--- config.mk ---
export PLATFORM = sky130hd
export DESIGN_NAME = prog_loader_flat
export DESIGN_NICKNAME = d
export VERILOG_FILES = /design/src/rtl/prog_loader_if.sv /design/src/rtl/prog_loader.sv /design/src/flat_wrapper.sv
export SDC_FILE = /design/constraint.sdc
export NUM_CORES = 1
export LEC_CHECK = 0
export ABC_AREA = 1
export CAP_MARGIN = 10
export CORE_UTILIZATION = 55
export CTS_CLUSTER_SIZE = 16
export DETAILED_ROUTE_END_ITERATION = 7
export DONT_BUFFER_PORTS = 1
export PLACE_DENSITY = 0.78
export SKIP_LAST_GASP = 1
export SLEW_MARGIN = 20
export SYNTH_ARGS = -nofsm -noshare
export SYNTH_HDL_FRONTEND = slang
export SYNTH_SLANG_ARGS = --single-unit
export TNS_END_PERCENT = 20
--- constraint.sdc ---
create_clock -name clk -period 3.2 [get_ports clk]
set_clock_uncertainty 0.15 [all_clocks]
set_input_delay 0.64 -clock clk [delete_from_list [all_inputs] [get_ports clk]]
set_output_delay 0.64 -clock clk [all_outputs]
set_load 0.01 [all_outputs]
--- src/rtl/prog_loader_if.sv ---
// ---------------------------------------------------------------------------
// prog_loader_if
// Bundles every non-clock/non-reset signal of the program loader.
//   slave  : the loader itself (consumes host commands, drives memories,
//            CPU control, dump stream and status).
//   master : the surrounding system (host, load/dump streams, memories, CPU).
// Signal groups:
//   host     : go, n_inst, n_data, n_dump
//   load     : in_valid, in_ready, in_data
//   imem     : imem_we, imem_addr, imem_wdata
//   dmem     : dmem_we, dmem_re, dmem_addr, dmem_wdata, dmem_rdata
//   cpu      : cpu_start, cpu_halt
//   dump     : out_valid, out_ready, out_data
//   status   : cycles, busy, done, timeout
// ---------------------------------------------------------------------------
interface prog_loader_if #(
  parameter int IW = 9,
  parameter int IA = 16,
  parameter int DW = 8,
  parameter int DA = 8
);
  logic          go;
  logic [IA-1:0] n_inst;
  logic [DA-1:0] n_data;
  logic [DA-1:0] n_dump;
  logic          in_valid;
  logic          in_ready;
  logic [IW-1:0] in_data;
  logic          imem_we;
  logic [IA-1:0] imem_addr;
  logic [IW-1:0] imem_wdata;
  logic          dmem_we;
  logic          dmem_re;
  logic [DA-1:0] dmem_addr;
  logic [DW-1:0] dmem_wdata;
  logic [DW-1:0] dmem_rdata;
  logic          cpu_start;
  logic          cpu_halt;
  logic          out_valid;
  logic          out_ready;
  logic [DW-1:0] out_data;
  logic [15:0]   cycles;
  logic          busy;
  logic          done;
  logic          timeout;

  modport slave (
    input  go, n_inst, n_data, n_dump, in_valid, in_data, dmem_rdata,
           cpu_halt, out_ready,
    output in_ready, imem_we, imem_addr, imem_wdata, dmem_we, dmem_re,
           dmem_addr, dmem_wdata, cpu_start, out_valid, out_data, cycles,
           busy, done, timeout
  );

  modport master (
    output go, n_inst, n_data, n_dump, in_valid, in_data, dmem_rdata,
           cpu_halt, out_ready,
    input  in_ready, imem_we, imem_addr, imem_wdata, dmem_we, dmem_re,
           dmem_addr, dmem_wdata, cpu_start, out_valid, out_data, cycles,
           busy, done, timeout
  );
endinterface

--- src/rtl/prog_loader.sv ---
// ---------------------------------------------------------------------------
// prog_loader
// Loads a program into instruction memory and a data image into data memory
// from one valid/ready stream, holds the CPU in start/reset while loading,
// runs it until halt, then streams a region of data memory back out.
// Ports:
//   clk    : single clock, all state changes on posedge
//   start  : synchronous active-high reset
//   bus    : prog_loader_if.slave (host, load stream, imem, dmem, cpu,
//            dump stream, status)
// Parameters: IW/IA instruction width/address, DW/DA data width/address,
//   MAXCYC run-cycle limit (used only with the timeout option).
// Build option: define LOADER_TIMEOUT_EN to let RUN give up after MAXCYC
//   cycles without a halt and raise timeout; otherwise RUN waits forever
//   and timeout stays 0.
// Parameters must match those of the connected interface instance.
// ---------------------------------------------------------------------------
module prog_loader #(
  parameter int          IW     = 9,
  parameter int          IA     = 16,
  parameter int          DW     = 8,
  parameter int          DA     = 8,
  parameter logic [15:0] MAXCYC = 16'hFFFF
) (
  input logic          clk,
  input logic          start,
  prog_loader_if.slave bus
);

`ifdef LOADER_TIMEOUT_EN
  localparam logic TMO_EN = 1'b1;
`else
  localparam logic TMO_EN = 1'b0;
`endif

  localparam logic [IA-1:0] IA_ZERO = {IA{1'b0}};
  localparam logic [IA-1:0] IA_ONE  = {{(IA-1){1'b0}}, 1'b1};
  localparam logic [DA-1:0] DA_ZERO = {DA{1'b0}};
  localparam logic [DA-1:0] DA_ONE  = {{(DA-1){1'b0}}, 1'b1};
  localparam logic [DW-1:0] DW_ZERO = {DW{1'b0}};

  typedef enum logic [2:0] {
    IDLE     = 3'd0,
    LOAD_I   = 3'd1,
    LOAD_D   = 3'd2,
    START    = 3'd3,
    RUN      = 3'd4,
    DUMP_RD  = 3'd5,
    DUMP_OUT = 3'd6,
    DONE     = 3'd7
  } state_t;

  state_t        state_r,     state_nx_s;
  logic [IA-1:0] idx_r,       idx_nx_s;      // instruction load index
  logic [DA-1:0] k_r,         k_nx_s;        // data load / dump index
  logic [IA-1:0] n_inst_r,    n_inst_nx_s;
  logic [DA-1:0] n_data_r,    n_data_nx_s;
  logic [DA-1:0] n_dump_r,    n_dump_nx_s;
  logic [15:0]   cycles_r,    cycles_nx_s;
  logic          timeout_r,   timeout_nx_s;
  logic [DW-1:0] out_data_r,  out_data_nx_s;
  logic          start_cnt_r, start_cnt_nx_s; // second START cycle marker
  logic          rd_pend_r,   rd_pend_nx_s;   // dmem_rdata valid this cycle
  logic          imem_we_s;
  logic          dmem_we_s;
  logic [IW-1:0] in_word_s;

  assign in_word_s = bus.in_data;

  // State and datapath registers; start clears everything back to IDLE.
  always_ff @(posedge clk) begin
    if (start) begin
      state_r     <= IDLE;
      idx_r       <= IA_ZERO;
      k_r         <= DA_ZERO;
      n_inst_r    <= IA_ZERO;
      n_data_r    <= DA_ZERO;
      n_dump_r    <= DA_ZERO;
      cycles_r    <= 16'd0;
      timeout_r   <= 1'b0;
      out_data_r  <= DW_ZERO;
      start_cnt_r <= 1'b0;
      rd_pend_r   <= 1'b0;
    end else begin
      state_r     <= state_nx_s;
      idx_r       <= idx_nx_s;
      k_r         <= k_nx_s;
      n_inst_r    <= n_inst_nx_s;
      n_data_r    <= n_data_nx_s;
      n_dump_r    <= n_dump_nx_s;
      cycles_r    <= cycles_nx_s;
      timeout_r   <= timeout_nx_s;
      out_data_r  <= out_data_nx_s;
      start_cnt_r <= start_cnt_nx_s;
      rd_pend_r   <= rd_pend_nx_s;
    end
  end

  // Next-state, next-datapath and memory write strobes.
  always_comb begin
    state_nx_s     = state_r;
    idx_nx_s       = idx_r;
    k_nx_s         = k_r;
    n_inst_nx_s    = n_inst_r;
    n_data_nx_s    = n_data_r;
    n_dump_nx_s    = n_dump_r;
    cycles_nx_s    = cycles_r;
    timeout_nx_s   = timeout_r;
    out_data_nx_s  = out_data_r;
    start_cnt_nx_s = 1'b0;
    rd_pend_nx_s   = 1'b0;
    imem_we_s      = 1'b0;
    dmem_we_s      = 1'b0;

    case (state_r)
      IDLE, DONE: begin
        if (bus.go) begin
          n_inst_nx_s  = bus.n_inst;
          n_data_nx_s  = bus.n_data;
          n_dump_nx_s  = bus.n_dump;
          idx_nx_s     = IA_ZERO;
          k_nx_s       = DA_ZERO;
          cycles_nx_s  = 16'd0;
          timeout_nx_s = 1'b0;
          // Skip any load phase with nothing to load.
          if (bus.n_inst != IA_ZERO) begin
            state_nx_s = LOAD_I;
          end else if (bus.n_data != DA_ZERO) begin
            state_nx_s = LOAD_D;
          end else begin
            state_nx_s = START;
          end
        end else begin
          state_nx_s = state_r;
        end
      end

      LOAD_I: begin
        if (bus.in_valid) begin
          imem_we_s = 1'b1;
          if (idx_r == (n_inst_r - IA_ONE)) begin
            idx_nx_s = IA_ZERO;
            if (n_data_r != DA_ZERO) begin
              state_nx_s = LOAD_D;
            end else begin
              state_nx_s = START;
            end
          end else begin
            idx_nx_s = idx_r + IA_ONE;
          end
        end else begin
          imem_we_s = 1'b0;
        end
      end

      LOAD_D: begin
        if (bus.in_valid) begin
          dmem_we_s = 1'b1;
          if (k_r == (n_data_r - DA_ONE)) begin
            // k is reused as the dump index, so rewind it here.
            k_nx_s     = DA_ZERO;
            state_nx_s = START;
          end else begin
            k_nx_s = k_r + DA_ONE;
          end
        end else begin
          dmem_we_s = 1'b0;
        end
      end

      START: begin
        if (start_cnt_r) begin
          state_nx_s  = RUN;
          cycles_nx_s = 16'd0;
        end else begin
          start_cnt_nx_s = 1'b1;
        end
      end

      RUN: begin
        if (bus.cpu_halt) begin
          if (n_dump_r != DA_ZERO) begin
            state_nx_s = DUMP_RD;
          end else begin
            state_nx_s = DONE;
          end
        end else if (TMO_EN && (cycles_r == MAXCYC)) begin
          timeout_nx_s = 1'b1;
          if (n_dump_r != DA_ZERO) begin
            state_nx_s = DUMP_RD;
          end else begin
            state_nx_s = DONE;
          end
        end else if (cycles_r != 16'hFFFF) begin
          cycles_nx_s = cycles_r + 16'd1;
        end else begin
          cycles_nx_s = cycles_r;
        end
      end

      DUMP_RD: begin
        rd_pend_nx_s = 1'b1;
        state_nx_s   = DUMP_OUT;
      end

      DUMP_OUT: begin
        // First DUMP_OUT cycle only captures the read data; out_valid
        // rises once the byte sits in out_data_r.
        if (rd_pend_r) begin
          out_data_nx_s = bus.dmem_rdata;
        end else if (bus.out_ready) begin
          k_nx_s = k_r + DA_ONE;
          if (k_r == (n_dump_r - DA_ONE)) begin
            state_nx_s = DONE;
          end else begin
            state_nx_s = DUMP_RD;
          end
        end else begin
          out_data_nx_s = out_data_r;
        end
      end

      default: begin
        state_nx_s = IDLE;
      end
    endcase
  end

  assign bus.in_ready   = (state_r == LOAD_I) || (state_r == LOAD_D);
  assign bus.imem_we    = imem_we_s;
  assign bus.imem_addr  = idx_r;
  assign bus.imem_wdata = in_word_s;
  assign bus.dmem_we    = dmem_we_s;
  assign bus.dmem_re    = (state_r == DUMP_RD);
  assign bus.dmem_addr  = k_r;
  assign bus.dmem_wdata = in_word_s[DW-1:0];
  assign bus.cpu_start  = (state_r == IDLE) || (state_r == LOAD_I) ||
                          (state_r == LOAD_D) || (state_r == START);
  assign bus.out_valid  = (state_r == DUMP_OUT) && !rd_pend_r;
  assign bus.out_data   = out_data_r;
  assign bus.cycles     = cycles_r;
  assign bus.busy       = (state_r != IDLE) && (state_r != DONE);
  assign bus.done       = (state_r == DONE);
  assign bus.timeout    = timeout_r;

endmodule

--- src/flat_wrapper.sv ---
// flat-port wrapper written by rule: the top's interface ports become plain ports
module prog_loader_flat 
#(
  parameter int          IW     = 9,
  parameter int          IA     = 16,
  parameter int          DW     = 8,
  parameter int          DA     = 8,
  parameter logic [15:0] MAXCYC = 16'hFFFF
)
  (clk, start, bus_go, bus_n_inst, bus_n_data, bus_n_dump, bus_in_valid, bus_in_data, bus_dmem_rdata, bus_cpu_halt, bus_out_ready, bus_in_ready, bus_imem_we, bus_imem_addr, bus_imem_wdata, bus_dmem_we, bus_dmem_re, bus_dmem_addr, bus_dmem_wdata, bus_cpu_start, bus_out_valid, bus_out_data, bus_cycles, bus_busy, bus_done, bus_timeout);
  prog_loader_if #(.IW(IW), .IA(IA), .DW(DW), .DA(DA)) bus_i ();
  input logic clk;
  input logic start;
  input wire logic [$bits(bus_i.go)-1:0] bus_go;
  input wire logic [$bits(bus_i.n_inst)-1:0] bus_n_inst;
  input wire logic [$bits(bus_i.n_data)-1:0] bus_n_data;
  input wire logic [$bits(bus_i.n_dump)-1:0] bus_n_dump;
  input wire logic [$bits(bus_i.in_valid)-1:0] bus_in_valid;
  input wire logic [$bits(bus_i.in_data)-1:0] bus_in_data;
  input wire logic [$bits(bus_i.dmem_rdata)-1:0] bus_dmem_rdata;
  input wire logic [$bits(bus_i.cpu_halt)-1:0] bus_cpu_halt;
  input wire logic [$bits(bus_i.out_ready)-1:0] bus_out_ready;
  output wire logic [$bits(bus_i.in_ready)-1:0] bus_in_ready;
  output wire logic [$bits(bus_i.imem_we)-1:0] bus_imem_we;
  output wire logic [$bits(bus_i.imem_addr)-1:0] bus_imem_addr;
  output wire logic [$bits(bus_i.imem_wdata)-1:0] bus_imem_wdata;
  output wire logic [$bits(bus_i.dmem_we)-1:0] bus_dmem_we;
  output wire logic [$bits(bus_i.dmem_re)-1:0] bus_dmem_re;
  output wire logic [$bits(bus_i.dmem_addr)-1:0] bus_dmem_addr;
  output wire logic [$bits(bus_i.dmem_wdata)-1:0] bus_dmem_wdata;
  output wire logic [$bits(bus_i.cpu_start)-1:0] bus_cpu_start;
  output wire logic [$bits(bus_i.out_valid)-1:0] bus_out_valid;
  output wire logic [$bits(bus_i.out_data)-1:0] bus_out_data;
  output wire logic [$bits(bus_i.cycles)-1:0] bus_cycles;
  output wire logic [$bits(bus_i.busy)-1:0] bus_busy;
  output wire logic [$bits(bus_i.done)-1:0] bus_done;
  output wire logic [$bits(bus_i.timeout)-1:0] bus_timeout;
  assign bus_i.go = bus_go;
  assign bus_i.n_inst = bus_n_inst;
  assign bus_i.n_data = bus_n_data;
  assign bus_i.n_dump = bus_n_dump;
  assign bus_i.in_valid = bus_in_valid;
  assign bus_i.in_data = bus_in_data;
  assign bus_i.dmem_rdata = bus_dmem_rdata;
  assign bus_i.cpu_halt = bus_cpu_halt;
  assign bus_i.out_ready = bus_out_ready;
  assign bus_in_ready = bus_i.in_ready;
  assign bus_imem_we = bus_i.imem_we;
  assign bus_imem_addr = bus_i.imem_addr;
  assign bus_imem_wdata = bus_i.imem_wdata;
  assign bus_dmem_we = bus_i.dmem_we;
  assign bus_dmem_re = bus_i.dmem_re;
  assign bus_dmem_addr = bus_i.dmem_addr;
  assign bus_dmem_wdata = bus_i.dmem_wdata;
  assign bus_cpu_start = bus_i.cpu_start;
  assign bus_out_valid = bus_i.out_valid;
  assign bus_out_data = bus_i.out_data;
  assign bus_cycles = bus_i.cycles;
  assign bus_busy = bus_i.busy;
  assign bus_done = bus_i.done;
  assign bus_timeout = bus_i.timeout;
  prog_loader #(.IW(IW), .IA(IA), .DW(DW), .DA(DA), .MAXCYC(MAXCYC)) u_core (.clk(clk), .start(start), .bus(bus_i));
endmodule
==> results of run 1 <==
-- path summary, 6_finish.rpt --
check,cells past startpoint,from,endpoint
min,1,start,u_core.bus.out_data[2]
max,9,u_core.state_r[2],u_core.bus.imem_addr[4]
min reg2reg,2,u_core.bus.out_data[3],u_core.bus.out_data[3]
max reg2reg,9,u_core.state_r[2],u_core.bus.imem_addr[4]
-- per-layer routing --
metal | GRT usage [%] | share of wire [%] | up-vias
met5 | 0 | 0 | -
met2 | 45.0 | 47 | 187
li1 | - | - | 2450
met3 | 7.80 | 9.3 | 20
met4 | 8.60 | 1.6 | 0
met1 | 32.4 | 42 | 2251
-- layout make-up --
type	count	area share [%]
Clock buffer	9	2.30
Clock inverter	7	1.49
Inverter	72	5.07
Multi-Input combinational cell	577	56.0
Sequential cell	85	31.6
Tap cell	129	3.00
Timing Repair Buffer	4	0.558
-- cell usage in the layout (no fill, tap or decap), types with 3 or more instances in the layout --
cell type	count
nand2_1	154
nor2_1	102
dfxtp_1	85
inv_1	60
a21oi_1	59
nand3_1	48
o21ai_0	46
xor2_1	27
xnor2_1	18
nor3_1	16
nor2_2	15
nand4_1	15
nand3b_1	14
inv_2	11
nor4_1	9
clkbuf_8	9
ha_1	8
nand2_2	7
or2_2	5
nand2_4	4
buf_4	4
o21ai_1	3
a31oi_1	3
nor2_4	3
inv_6	3
-- power by group through the flow --
stage / clock, mW / sequential (mW) / combinational (mW)
6_report: 0.803 / 1.42 / 2.02
5_1_grt: 0.858 / 1.44 / 2.28
4_1_cts: 0.819 / 1.41 / 2.01
3_5_place_dp: 0 / 1.43 / 2.00
3_3_place_gp: 0 / 1.43 / 1.93
2_1_floorplan: 0 / 1.38 / 1.72
-- sequential cells by signal, indices dropped and copies added (netlist names) --
| name | count |
|---|---|
| u_core.bus.imem_addr | 16 |
| u_core.bus.out_data | 8 |
| u_core.bus.dmem_addr | 8 |
| u_core.n_inst_r | 16 |
| u_core.n_dump_r | 8 |
| u_core.bus.cycles | 16 |
| u_core.n_data_r | 8 |
| u_core.rd_pend_r | 1 |
| u_core.start_cnt_r | 1 |
| u_core.state_r | 3 |
-- synth_stat cells (all sizes together), types with 2 or more instances --
library cell	instances	area share (%)
dfxtp	85	32
and3	2	0.24
a31oi	3	0.36
and2	2	0.24
o21bai	2	0.29
nand2	165	13
buf	24	3.7
ha	8	1.9
xnor2	18	3.0
nand3b	14	2.0
nand4	16	2.0
clkbuf	16	1.2
inv	72	5.2
nor2	120	9.7
nor3	16	1.5
nor4	9	1.1
a21oi	60	5.8
xor2	27	4.5
o21ai	51	5.2
or2	7	0.84
nand3	50	5.0
-- logic make-up (layout without fill, tap and decap cells) --
group / count (synthesis) / after routing / share of synthesized area, %
adders and majority gates: 8 / 8 / 1.91
buffers and inverters: 112 / 92 / 10.1
muxes: 1 / 1 / 0.191
AOI/OAI and AO/OA: 120 / 120 / 12.3
DFF: 85 / 85 / 32.5
and+or+nand+nor: 402 / 402 / 35.5
xor gates and xnor gates: 45 / 45 / 7.52
other: 1 / 1 / 0.0715
==> results.ini, run 1 <==
[sta]
relSlewSlack_pct=50.0
finalSetupTns_ns=0
finalHoldViolCount=0
worstMarginPinSlew_ns=0.743
timing.hold.ws_ns=0.181
maxSlewViolCount=0
fin_crit_sh_pct=75.5
period_minus_slack_ns=2.42
rsz0062_at_grt=no
worst_slack_ns=0.783
setup_viol=0
fmax_mhz=414

[min_path]
worstHoldPathType=in -> reg

[final_layout]
final_area_mm2=0.00538
drive_gt1_share_pct=9.81
fin_nets=812
multi_input_comb_area_mm2=0.00301
diodes=0
num-fill-cells=877
fin_cells=883
area_growth_syn_to_layout_pct=2.67
fin_util_pct=58.2
final-seq-area_mm2=0.00170

[critical_path]
cp-end-kind=flip-flop
crit_buf_inv=2
critical_path_class=reg -> reg
cp_cell_sequence=inv_4 -> o21ai_2 -> nand2_2 -> o21ai_4 -> inv_2 -> nor2_1 -> nand2_1 -> xor2_1 -> nor2_2
cp.required_ns=3.31
cp_data_arrival_time_ns=2.52
critPathMaxFanout=29
cpPeakStageDelay_ns=0.56
crit_path_start_kind=flip-flop
cp_slowest_cell=dfxtp_1
reg2reg_slack_ns=0.78
cp_top_family=simple AND/OR/NAND/NOR gates

[routing]
num_vias=4908
remaining_drc_errors=0
drtIter0Drc=253
wl_mm=13.1
firstDrtPassIters=5
final_antenna_net_count=0
wl_per_cell_um=14.9
avgViaCountPerCell=5.56

[power]
p_int_mw=2.25
irDropWorstVdd_uv=364
switching_share_pct=47.1
powerDensity_mw_per_mm2=789
p_seq_share_pct=33.4
clock_power_share_pct=18.9
leakage_nw=2.11
combPwrFrac_pct=47.7
fin_total_pwr_mw=4.24
p_switching_mw=2.00

[clock_tree]
htree_levels=3
cts_sinks=85
cts_hold_buffers=0
clock_latency_ns=0.36
ctsResizeCount=0
cts_buffers=9
cts_setup_buffers=0
clk_pin_slew_ns=0.10
cts_tree=built
clk_path_buf_depth=2
cts-root-buf=clkbuf_8

[yosys]
yosys_warnings=0
synthArstFlopShare_pct=0
postSynthAreaPerCell_um2=6.77
postSynthCellCount=774
ys_ff_latch=85
synth_ff_type=dfxtp_1
synth_edf_count=0
seq_area_frac_synth_pct=32.5
synth_area_mm2=0.00524
synth_cell_type_count=46
synth_nets=837

[die]
die_w_um=99.6
initial_utilization_pct=56.7
io_pins=129
core_mm2=0.00924
fp-row-count=35
fp.dieArea_mm2=0.00992
die_h_um=99.6

[run_status]
outcome=completed

[grt]
grt-ovfl-total=0
grt_pass1_wl_mm=21.0
grt_max_degree=41
antenna_found_initial=0
grt_pass1_vias=4528
track_usage_pct=26.6

[placed_design]
numPortBuffers=0
place_congestion=1.01
place_area_mm2=0.00518
dp_hpwl_mm=9.90
dp_slack_ns=0.738
dpl.cell_count=867

[run]
drv_cap=0

Note: power is estimated with default switching activity, not from simulation.
==> inputs of run 2 (changes only) <==
Clock period 3.2 ns to 2.5 ns, I/O delays scaled along.
==> results.ini, run 2 (synthesis results as in run 1) <==
[power]
irDropWorstVdd_uv=555  ; was 364 uV
powerDensity_mw_per_mm2=1010  ; was 789 mW/mm^2
leakage_nw=2.20  ; was 2.11 nW
fin_total_pwr_mw=5.53  ; was 4.24 mW

[clock_tree]
cts_sinks=85  ; unchanged
clk_path_buf_depth=2  ; unchanged
cts_setup_buffers=0  ; unchanged
cts_hold_buffers=0  ; unchanged
cts_tree=built  ; unchanged
clock_latency_ns=0.37  ; was 0.36 ns
htree_levels=3  ; unchanged
cts-root-buf=clkbuf_8  ; unchanged
ctsResizeCount=0  ; unchanged
clk_pin_slew_ns=0.10  ; about the same
cts_buffers=9  ; unchanged

[routing]
drtIter0Drc=379  ; was 253
wl_mm=13.2  ; was 13.1 mm
firstDrtPassIters=5  ; unchanged
final_antenna_net_count=0  ; unchanged
remaining_drc_errors=0  ; unchanged
avgViaCountPerCell=5.54  ; was 5.56
wl_per_cell_um=14.7  ; was 14.9 um
num_vias=4966  ; was 4908

[final_layout]
fin_nets=826  ; was 812
final_common_cell=nand2_1  ; unchanged
area_growth_syn_to_layout_pct=4.97  ; was 2.67%
diodes=0  ; unchanged
final_cell_mix=154 x nand2_1, 102 x nor2_1, 84 x dfxtp_1  ; was 154 x nand2_1, 102 x nor2_1, 85 x dfxtp_1
fin_util_pct=59.5  ; was 58.2%
drive_gt1_share_pct=11.6  ; was 9.81%

[die]
core_mm2=0.00924  ; unchanged
io_pins=129  ; unchanged
die_w_um=99.6  ; unchanged
initial_utilization_pct=56.7  ; unchanged
fp.dieArea_mm2=0.00992  ; unchanged
die_h_um=99.6  ; unchanged
fp-row-count=35  ; unchanged

[grt]
grt_pass1_wl_mm=21.6  ; was 21.0 mm
track_usage_pct=27.3  ; was 26.6%
antenna_found_initial=0  ; unchanged
grt_pass1_vias=4548  ; was 4528
grt-ovfl-total=0  ; unchanged
grt_max_degree=36  ; was 41

[critical_path]
cp.required_ns=2.61  ; was 3.31 ns
crit_path_start_kind=flip-flop  ; unchanged
critical_path_class=reg -> reg  ; unchanged
cp-end-kind=flip-flop  ; unchanged
cp_data_arrival_time_ns=2.40  ; was 2.52 ns
critPathMaxFanout=13  ; was 29

[sta]
finalHoldViolCount=0  ; unchanged
rsz0062_at_grt=no  ; unchanged
maxSlewViolCount=0  ; unchanged
finalSetupTns_ns=0  ; unchanged
fin_crit_sh_pct=91.5  ; was 75.5%
fmax_mhz=437  ; was 414 MHz
period_minus_slack_ns=2.29  ; was 2.42 ns
worstMarginPinSlew_ns=0.739  ; was 0.743 ns
setup_viol=0  ; unchanged
relSlewSlack_pct=50.2  ; was 50.0%

[placed_design]
dp_hpwl_mm=10.2  ; was 9.90 mm
numPortBuffers=0  ; unchanged
place_congestion=0.904  ; was 1.01

[run]
drv_cap=0  ; unchanged

[run_status]
outcome=completed  ; unchanged

[min_path]
worstHoldPathType=in -> reg  ; unchanged

-- run 2: layout make-up --
cell class              instances  area (um^2)
well taps                     129          161
repair buffers                 18          135
multi-input cells             577         3010
inverters                      72          273
clock buffers                  11          151
flip-flops and latches         85         1700
fillers                       834         3740
clock inverters                 5         66.3
-- run 2: through the flow --
step	cell area (um^2)	setup slack, ns	hold WS, ns	cells
3_5_place_dp	5280	0.214	0.346	881
5_1_grt	5500	0.0322	0.0224	897
6_report	5500	0.213	0.0491	897
4_1_cts	5500	0.194	0.0306	897
3_3_place_gp	5280	0.199	0.341	881
2_1_floorplan	5240	0.499	0.317	774
-- run 2: path summary, 6_finish.rpt --
path	slack, ns	end	from	cells after the start
max	0.21	u_core.bus.imem_addr[0]	u_core.n_inst_r[0]	15
min	0.05	u_core.bus.out_data[4]	start	1
max reg2reg	0.21	u_core.bus.imem_addr[0]	u_core.n_inst_r[0]	15
min reg2reg	0.36	u_core.bus.out_data[4]	u_core.bus.out_data[4]	2
-- run 2: layer usage --
metal / part of all wire (%) / GRT usage (%) / up-vias
li1: - / - / 2494
met1: 44 / 35.8 / 2270
met2: 45 / 43.6 / 183
met3: 9.3 / 6.75 / 19
met4: 1.6 / 9.50 / 0
met5: 0 / 0 / -
-- run 2: where the power goes --
part,internal [mW],leakage [nW],switching [mW]
Combinational,0.877,1.40,1.77
Sequential,1.56,0.693,0.248
Clock,0.530,0.108,0.551
-- run 2: worst max-delay path, cell delays in order, from the launching register on --
cell and delay (ns):
dfxtp_1 0.34, inv_1 0.13, ha_1 0.23, nand2_1 0.09, nor2_1 0.21, nand3_1 0.11, nand3_1 0.09, nand2_1 0.05
nor2_1 0.09, nand2_1 0.06, nor2_1 0.11, nand2_1 0.10, nand2_4 0.11, nand2_4 0.06, nand2_4 0.18, a21oi_1 0.06
==> inputs of run 3 (changes only) <==
Settings changed: ABC_AREA 1 to 0.
==> results.ini, run 3 <==
[run_status]
outcome=finished, violations left  ; was completed
violations=negative setup slack

[power]
irDropWorstVdd_uv=477  ; was 555 uV
switching_share_pct=38.5  ; was 46.4%
powerDensity_mw_per_mm2=845  ; was 1010 mW/mm^2
p_seq_share_pct=34.4  ; was 32.6%
p_int_mw=2.94  ; was 2.96 mW
p_switching_mw=1.84  ; was 2.57 mW
leakage_nw=2.12  ; was 2.20 nW
combPwrFrac_pct=43.9  ; was 47.8%
clock_power_share_pct=21.7  ; was 19.5%

[final_layout]
area_growth_syn_to_layout_pct=14.6  ; was 4.97%
diodes=0  ; unchanged
fin_cells=789  ; was 897
final_area_mm2=0.00565  ; was 0.00550 mm^2
fin_nets=739  ; was 826
final_cell_mix=114 x nand2_1, 81 x dfxtp_1, 73 x buf_4  ; was 154 x nand2_1, 102 x nor2_1, 84 x dfxtp_1
final_common_cell=nand2_1  ; unchanged
drive_gt1_share_pct=18.4  ; was 11.6%

[critical_path]
crit_path_start_kind=flip-flop  ; unchanged
critical_path_class=reg -> reg  ; unchanged
rr_endpoint=u_core.bus.imem_addr[2]  ; was u_core.bus.imem_addr[0]
r2r-start=u_core.n_inst_r[5]  ; was u_core.n_inst_r[0]
reg2reg_slack_ns=-0.16  ; was 0.21 ns
cp.required_ns=2.62  ; was 2.61 ns
cp-end-kind=flip-flop  ; unchanged
critPathMaxFanout=15  ; was 13
cp_data_arrival_time_ns=2.77  ; was 2.40 ns
r2r.worst_path.cells=9  ; was 15
crit_path_start=u_core.n_inst_r[5]  ; was u_core.n_inst_r[0]

[routing]
remaining_drc_errors=0  ; unchanged
num_vias=4604  ; was 4966
avgViaCountPerCell=5.84  ; was 5.54
firstDrtPassIters=5  ; unchanged
wl_per_cell_um=16.3  ; was 14.7 um
final_antenna_net_count=0  ; unchanged
drtIter0Drc=211  ; was 379
wl_mm=12.8  ; was 13.2 mm

[sta]
worstMarginPinSlew_ns=0.919  ; was 0.739 ns
finalHoldViolCount=0  ; unchanged
rsz0062_at_grt=yes  ; was no
period_minus_slack_ns=2.66  ; was 2.29 ns
finalSetupTns_ns=-2.55  ; was 0 ns
maxSlewViolCount=0  ; unchanged
fin_crit_sh_pct=106  ; was 91.5%
setup_viol=22  ; was 0
relSlewSlack_pct=38.8  ; was 50.2%
fmax_mhz=376  ; was 437 MHz
worst_slack_ns=-0.157  ; was 0.213 ns

[yosys]
postSynthAreaPerCell_um2=7.66  ; was 6.77 um^2
synth_area_mm2=0.00493  ; was 0.00524 mm^2
synth_edf_count=0  ; unchanged
synth_most_common_cell=nand2_1  ; unchanged
synth_nets=706  ; was 837
yosys.area.top_type=dfxtp_1  ; unchanged
synthTopCellsByArea=dfxtp_1 35%, nand2_1 8.7%, xnor2_1 7.1%  ; was dfxtp_1 32%, nand2_1 11%, nor2_1 7.3%
seq_area_frac_synth_pct=34.5  ; was 32.5%
yosys-top-cells-count=114 x nand2_1, 85 x dfxtp_1, 59 x nor2_1  ; was 154 x nand2_1, 102 x nor2_1, 85 x dfxtp_1
postSynthCellCount=643  ; was 774
synth_ff_type=dfxtp_1  ; unchanged
synth.top_cell.area_share_pct=34.5  ; was 32.5%
synth_cell_type_count=59  ; was 46
ys_ff_latch=85  ; unchanged
synthArstFlopShare_pct=0  ; unchanged
yosys_warnings=0  ; unchanged

[placed_design]
dpl.cell_count=773  ; was 881
dp_hpwl_mm=9.55  ; was 10.2 mm
place_congestion=0.932  ; was 0.904
place_area_mm2=0.00537  ; was 0.00528 mm^2
numPortBuffers=0  ; unchanged

[clock_tree]
clk_path_buf_depth=2  ; unchanged
clock_latency_ns=0.37  ; about the same
clk_pin_slew_ns=0.09  ; was 0.10 ns
cts_buffers=9  ; unchanged
htree_levels=3  ; unchanged
cts_sinks=85  ; unchanged
cts_tree=built  ; unchanged
cts_hold_buffers=0  ; unchanged
cts-root-buf=clkbuf_8  ; unchanged

[grt]
track_usage_pct=27.9  ; was 27.3%
grt_pass1_vias=4508  ; was 4548
antenna_found_initial=0  ; unchanged
grt-ovfl-total=0  ; unchanged
grt_max_degree=57  ; was 36
grt_pass1_wl_mm=21.4  ; was 21.6 mm

[die]
io_pins=129  ; unchanged
die_h_um=96.7  ; was 99.6 um
die_w_um=96.7  ; was 99.6 um
fp.dieArea_mm2=0.00934  ; was 0.00992 mm^2
core_mm2=0.00868  ; was 0.00924 mm^2
fp-row-count=34  ; was 35
initial_utilization_pct=56.8  ; was 56.7%

[run]
drv_cap=0  ; unchanged

[min_path]
whs_endpoint=u_core.bus.out_data[7]  ; was u_core.bus.out_data[4]
min_path_cells=1  ; unchanged
worstHoldStart=start  ; unchanged
worstHoldPathType=in -> reg  ; unchanged

==> run 3: cell count changes in the layout (fill, tap and decap cells not counted), moves of 9 or more <==
cell / change
inv_1: -46
nand3_1: -22
nand2b_1: +9
and3_1: +9
inv_2: -11
nor2_1: -43
xnor2_1: +22
o21ai_0: -39
buf_4: +55
nand3b_1: -11
nand2_1: -40
==> run 3: worst max-delay path: stages (launching register included) <==
cell       delay, ns
dfxtp_2         0.33
or4_4           0.58
nor3_4          0.23
mux2i_1         0.25
o31ai_2         0.10
a2111oi_4       0.38
a21oi_4         0.15
o21bai_4        0.16
buf_12          0.17
nor2_1          0.06
==> run 3: layout make-up <==
cell class | count | area (um^2)
well taps | 108 | 135
flip-flops and latches | 85 | 1710
repair buffers | 74 | 568
inverters | 14 | 52.6
clock inverters | 5 | 58.8
multi-input cells | 492 | 2980
fillers | 734 | 3030
clock buffers | 11 | 151
==> run 3: how the worst max path moves through the flow <==
stage / to / slack, ns / cells after the start
2_1_floorplan: u_core.bus.imem_addr[8] / -0.07 / 9
3_3_place_gp: u_core.bus.imem_addr[14] / -0.10 / 11
3_5_place_dp: u_core.bus.imem_addr[14] / -0.21 / 9
4_1_cts: u_core.bus.imem_addr[14] / -0.18 / 9
5_1_grt: u_core.bus.imem_addr[14] / -0.28 / 9
6_report: u_core.bus.imem_addr[2] / -0.16 / 9
==> run 3: kinds of logic after synthesis <==
kind of cell             Yosys count  share of synthesized area, %
AO/OA/AOI/OAI                     96                          12.2
XOR/XNOR                          71                          12.6
adder cells (fa/ha/maj)            8                          2.03
buffers and inverters             66                          6.78
flip-flops                        85                          34.5
multiplexers                       4                         0.863
other                              1                        0.0761
AND/OR/NAND/NOR                  312                          30.9
==> run 3: power by group through the flow <==
stage          clock (mW)  combinational, mW  sequential [mW]
5_1_grt              1.10               2.30             1.66
3_3_place_gp            0               1.92             1.65
4_1_cts              1.05               2.00             1.63
2_1_floorplan           0               1.40             1.65
6_report             1.04               2.09             1.64
3_5_place_dp            0               1.98             1.66
==> run 3: layer usage <==
layer / part of all wire, % / track usage [%] / vias up
li1: - / - / 2248
met1: 41 / 33.3 / 2191
met2: 50 / 47.5 / 142
met3: 7.5 / 6.94 / 23
met4: 1.4 / 11.5 / 0
met5: 0 / 0 / -
==> run 3: metrics by stage <==
step | total power [mW] | utilization, % | setup WS [ns] | hold slack [ns]
floorplan | 3.05 | - | -0.0666 | 0.272
global placement | 3.57 | 61.9 | -0.104 | 0.293
detailed placement | 3.64 | 61.9 | -0.211 | 0.307
CTS | 4.68 | 64.4 | -0.184 | 0.0345
global route | 5.06 | 65.1 | -0.279 | 0.0337
finish | 4.77 | 65.1 | -0.157 | 0.0452
==> run 3: what timing repair did <==
action	CTS	global route
resized for setup	2	12
setup endpoints to repair	26	48
buffers inserted	0	0
pin swaps	2	3
